**src/rtl/pwm_capture.sv**
```systemverilog
// PWM capture: measures an incoming PWM waveform and recovers the generator's
// top (period - 1) and cmp (high time) settings, both in clock cycles.
module pwm_capture #(
  parameter int unsigned WIDTH = 16,
  parameter int unsigned SYNC  = 2
) (
  input  logic             clk,
  input  logic             nrst,
  input  logic             pwm_in,
  input  logic [1:0]       sel,
  output logic [WIDTH-1:0] top,
  output logic [WIDTH-1:0] cmp,
  output logic             valid,
  output logic             locked,
  output logic             timeout,
  output logic             level,
  output logic [WIDTH-1:0] d_out
);

  typedef enum logic [1:0] {
    WAIT_RISE,
    MEAS_HIGH,
    MEAS_LOW
  } state_t;

  localparam logic [WIDTH-1:0] CNT_MAX = '1;

  logic [SYNC-1:0]  sync_q;
  logic             s_d_q;
  logic             s;
  logic             rise;
  logic             fall;
  logic [WIDTH-1:0] cnt_q;
  logic [WIDTH-1:0] cnt_d;
  logic [WIDTH-1:0] hi_q;
  logic [WIDTH-1:0] top_q;
  logic [WIDTH-1:0] cmp_q;
  logic             valid_q;
  logic             locked_q;
  logic             timeout_q;
  state_t           state_q;

  always_ff @(posedge clk or negedge nrst) begin
    if (!nrst) begin
      sync_q <= '0;
      s_d_q  <= 1'b0;
    end else begin
      sync_q <= {sync_q[SYNC-2:0], pwm_in};
      s_d_q  <= sync_q[SYNC-1];
    end
  end

  assign s    = sync_q[SYNC-1];
  assign rise = s & ~s_d_q;
  assign fall = ~s & s_d_q;

  // Counter restarts on every rise, so at the next rise it holds period - 1.
  always_comb begin
    cnt_d = cnt_q;
    if (rise) begin
      cnt_d = '0;
    end else if (cnt_q != CNT_MAX) begin
      cnt_d = cnt_q + 1'b1;
    end
  end

  always_ff @(posedge clk or negedge nrst) begin
    if (!nrst) begin
      cnt_q <= '0;
    end else begin
      cnt_q <= cnt_d;
    end
  end

  // A saturated counter means the waveform stalled; it overrides any edge in
  // the same cycle and discards the partial period.
  always_ff @(posedge clk or negedge nrst) begin
    if (!nrst) begin
      state_q   <= WAIT_RISE;
      hi_q      <= '0;
      top_q     <= '0;
      cmp_q     <= '0;
      valid_q   <= 1'b0;
      locked_q  <= 1'b0;
      timeout_q <= 1'b0;
    end else begin
      valid_q <= 1'b0;
      if (cnt_q == CNT_MAX) begin
        timeout_q <= 1'b1;
        locked_q  <= 1'b0;
        state_q   <= WAIT_RISE;
      end else begin
        case (state_q)
          WAIT_RISE: begin
            if (rise) state_q <= MEAS_HIGH;
          end
          MEAS_HIGH: begin
            if (fall) begin
              hi_q    <= cnt_q + 1'b1;
              state_q <= MEAS_LOW;
            end
          end
          MEAS_LOW: begin
            if (rise) begin
              top_q     <= cnt_q;
              cmp_q     <= hi_q;
              valid_q   <= 1'b1;
              locked_q  <= 1'b1;
              timeout_q <= 1'b0;
              state_q   <= MEAS_HIGH;
            end
          end
          default: state_q <= WAIT_RISE;
        endcase
      end
    end
  end

  always_comb begin
    d_out = '0;
    case (sel)
      2'b00:   d_out = top_q;
      2'b01:   d_out = cmp_q;
      2'b10:   d_out[2:0] = {timeout_q, locked_q, s};
      default: d_out = cnt_q;
    endcase
  end

  assign top     = top_q;
  assign cmp     = cmp_q;
  assign valid   = valid_q;
  assign locked  = locked_q;
  assign timeout = timeout_q;
  assign level   = s;

endmodule

```
**config.mk**
```make
export PLATFORM = sky130hd
export DESIGN_NAME = pwm_capture
export DESIGN_NICKNAME = d
export VERILOG_FILES = /design/src/rtl/pwm_capture.sv
export SDC_FILE = /design/constraint.sdc
export NUM_CORES = 1
export LEC_CHECK = 0
export CAP_MARGIN = 20
export CORE_AREA = 2 2 78 99
export CTS_BUF_LIST = sky130_fd_sc_hd__clkbuf_8
export DETAILED_ROUTE_END_ITERATION = 6
export DIE_AREA = 0 0 80 101
export GPL_TIMING_DRIVEN = 0
export PLACE_DENSITY = 0.77
export SYNTH_ARGS = -nofsm -noshare
export SYNTH_HDL_FRONTEND = slang
export SYNTH_SLANG_ARGS = --single-unit
export TNS_END_PERCENT = 5
```
**constraint.sdc**
```tcl
create_clock -name clk -period 2.9 [get_ports clk]
set_clock_uncertainty 0.2 [all_clocks]
set_input_delay 0.87 -clock clk [delete_from_list [all_inputs] [get_ports clk]]
set_output_delay 0.87 -clock clk [all_outputs]
set_load 0.05 [all_outputs]
```
==> run metrics <==
top cell type's share of synthesized area=51.9%; DR iter-0 viols=124; routed vias/inst=5.45; Finished Cell Area=0.00449 mm²; vias in the first global route=2453; total CTS buffers=9; CP Class=input pin to primary output; final setup vio count=0; pwr dens=866 mW/mm²; antenna cells=0; Critical Path Fanout Max=8; core area=0.00718 mm²; final cycle utilization of the critical path=97.2%; post-route ant nets=0; Syn Inst Count=286; slew margin rel.=40.9%; final WL=7.43 mm; Worst-Margin Slew=0.887 ns; net count after synthesis=292; largest cells by area after synthesis=dfrtp_1 (52%), mux2_4 (13%), a21oi_1 (4.5%), mux2i_1 (4.3%), xnor2_1 (2.8%); pins over their slew limit=0; ratio of cells with drive above 1 in the final layout=30.7%; P_leak=1.99 nW; status=finished clean; placed cells=434; Period minus WS final=2.82 ns; Syn. warnings=0; initial antenna violation count=0; row count=35; Port Buf Inserts=55; Max Cap Viol=0; Final GP Congestion=0.856; Critical Path RT=1.83 ns; Max IR drop VDD=0.547 mV; most frequent cells in the layout=dfrtp_1 (72), clkdlybuf4s50_1 (37), a21oi_1 (31); Root Buffer=clkbuf_8; Post-CTS Setup Inserts=0; Critical Path AT=1.75 ns; gr usage total=20.3%; Die Area=0.00808 mm²; Cell variety after synth=35; Boundary Pins=57; Storage cell area=0.00180 mm²; Die Wd=80 µm; GR Overflow Total=0; Yosys reg bits=72; syn avg cell area=12.1 µm²; area of the multi-input gates=0.00164 mm²; register area share after synthesis=51.9%; Initial Utilization=48.3%; # nets final=359; most common cell after layout, fill and taps aside=dfrtp_1; CTS Sinks=72; dominant cell type by area after synthesis=dfrtp_1; Layout Cells excl Fill=447; Post-CTS Hold Buffers=0; largest net degree at the start of global routing=73; H-tree depth=3; Filler Cell Count=586; critical path endpoint category=primary output; HPWL Detailed=5.06 mm; first-pass GRT wire length=12.4 mm; Max Fclk=355 MHz; Worst-path clk slew=0.07 ns; Hold WS=0.154 ns; DRC violations left=0; Die Ht=101 µm; mapped cell area=0.00347 mm²; clk buf depth=2; RSZ-0062 raised after global routing=no; final hold vios=0; DR pass1 iterations=4; Layout area overhead=29.4%; Wirelength per Cell=16.6 µm; Vias=2434; Worst-Skew Late Latency=0.34 ns; Hold WC Path Type=flip-flop to flip-flop; Startpoint Class=input pin; TritonCTS clock tree=done; final core occ=62.5%; placed cell area=0.00426 mm²
[synth_stat cells]
| cell | count |
|---|---|
| nor2b_1 | 2 |
| nand2b_1 | 2 |
| clkbuf_2 | 2 |
| o21ai_0 | 15 |
| mux2i_1 | 15 |
| a21oi_1 | 31 |
| or3_1 | 1 |
| nand4_1 | 4 |
| buf_2 | 2 |
| or3_4 | 1 |
| buf_4 | 1 |
| buf_12 | 3 |
| a31oi_1 | 14 |
| and2_1 | 2 |
| nor4_1 | 5 |
| inv_1 | 5 |
| nand3_1 | 5 |
| mux4_2 | 3 |
| or2_2 | 1 |
| xor2_1 | 4 |
| buf_1 | 2 |
| nand2_8 | 1 |
| mux2_4 | 29 |
| nand4_2 | 1 |
| nand2_1 | 19 |
| mux2_2 | 4 |
| or4_1 | 1 |
| buf_6 | 4 |
| clkbuf_1 | 9 |
| dfrtp_1 | 72 |
| nor3_1 | 3 |
| ha_1 | 1 |
| nand3b_1 | 1 |
| xnor2_1 | 11 |
| nor2_1 | 10 |
[repair_timing]
action                                  4_1_cts  5_1_grt
pin swaps                                     0        0
endpoints found under the setup margin       16       14
endpoints found under the hold margin         0        0
gates resized for setup                      99       33
[power by group]
part	switching [mW]	internal (mW)
combinational	1.01	0.692
sequential	0.224	1.29
clock	0.333	0.338
[logic make-up (layout without fill, tap and decap cells)]
family / Yosys count / after routing / share of synthesized area (%)
XOR/XNOR: 15 / 15 / 3.79
adder cells (fa/ha/maj): 1 / 1 / 0.361
buffers and inverters: 28 / 97 / 5.56
AO/OA/AOI/OAI: 60 / 60 / 9.16
AND/OR/NAND/NOR: 59 / 59 / 9.05
multiplexers: 51 / 51 / 20.1
flip-flops: 72 / 72 / 51.9
[final cells by class]
type / instances / share of cell area [%]
repair buffers: 56 / 12.1
plain buffers: 23 / 4.66
clock inverters: 2 / 0.195
clock buffers: 11 / 3.37
well taps: 92 / 2.57
inverters: 5 / 0.418
multi-input cells: 186 / 36.5
flip-flops and latches: 72 / 40.2
[path summary, 6_finish.rpt]
path	start	endpoint	slack [ns]	depth (start not counted)
max in group asynchronous	nrst	cnt_q[14]$_DFFE_PN0P_	1.48	1
min in group asynchronous	nrst	sync_q[1]$_DFF_PN0_	0.44	1
setup / recovery	sel[0]	d_out[1]	0.08	3
hold / removal	sync_q[0]$_DFF_PN0_	sync_q[1]$_DFF_PN0_	0.15	0
hold reg to reg	sync_q[0]$_DFF_PN0_	sync_q[1]$_DFF_PN0_	0.15	0
setup reg to reg	cnt_q[0]$_DFFE_PN0P_	top[6]$_DFFE_PN0P_	0.24	7
[through the flow]
step / worst slack (ns) / TNS (ns) / power (mW)
final: 0.0802 / 0 / 3.88
after CTS: -0.110 / -0.876 / 3.87
after detailed placement: -1.59 / -21.34 / 3.20
after global routing: 0.0337 / 0 / 4.08
after global placement: -1.65 / -136.17 / 3.16
after floorplan: -0.229 / -2.79 / 2.68
[worst max-delay path, stage by stage]
cell and delay, ns:
buf_6 0.14, mux4_2 0.51, buf_2 0.23
[per-layer routing]
layer | routed length [µm] | up-vias | global-route usage [%]
met1 | 3250 | 1224 | 26.8
met2 | 3720 | 58 | 32.6
met3 | 377 | 8 | 3.94
met4 | 87 | 0 | 8.34
li1 | - | 1144 | -
met5 | 0 | - | 0
[flip-flops by register name, summed over array words and instances (netlist names)]
name     cells
cmp         16
cnt_q       16
hi_q        16
top         16
state_q      2
sync_q       2
locked       1
s_d_q        1
timeout      1
valid        1
Note: power is estimated with default switching activity, not from simulation.
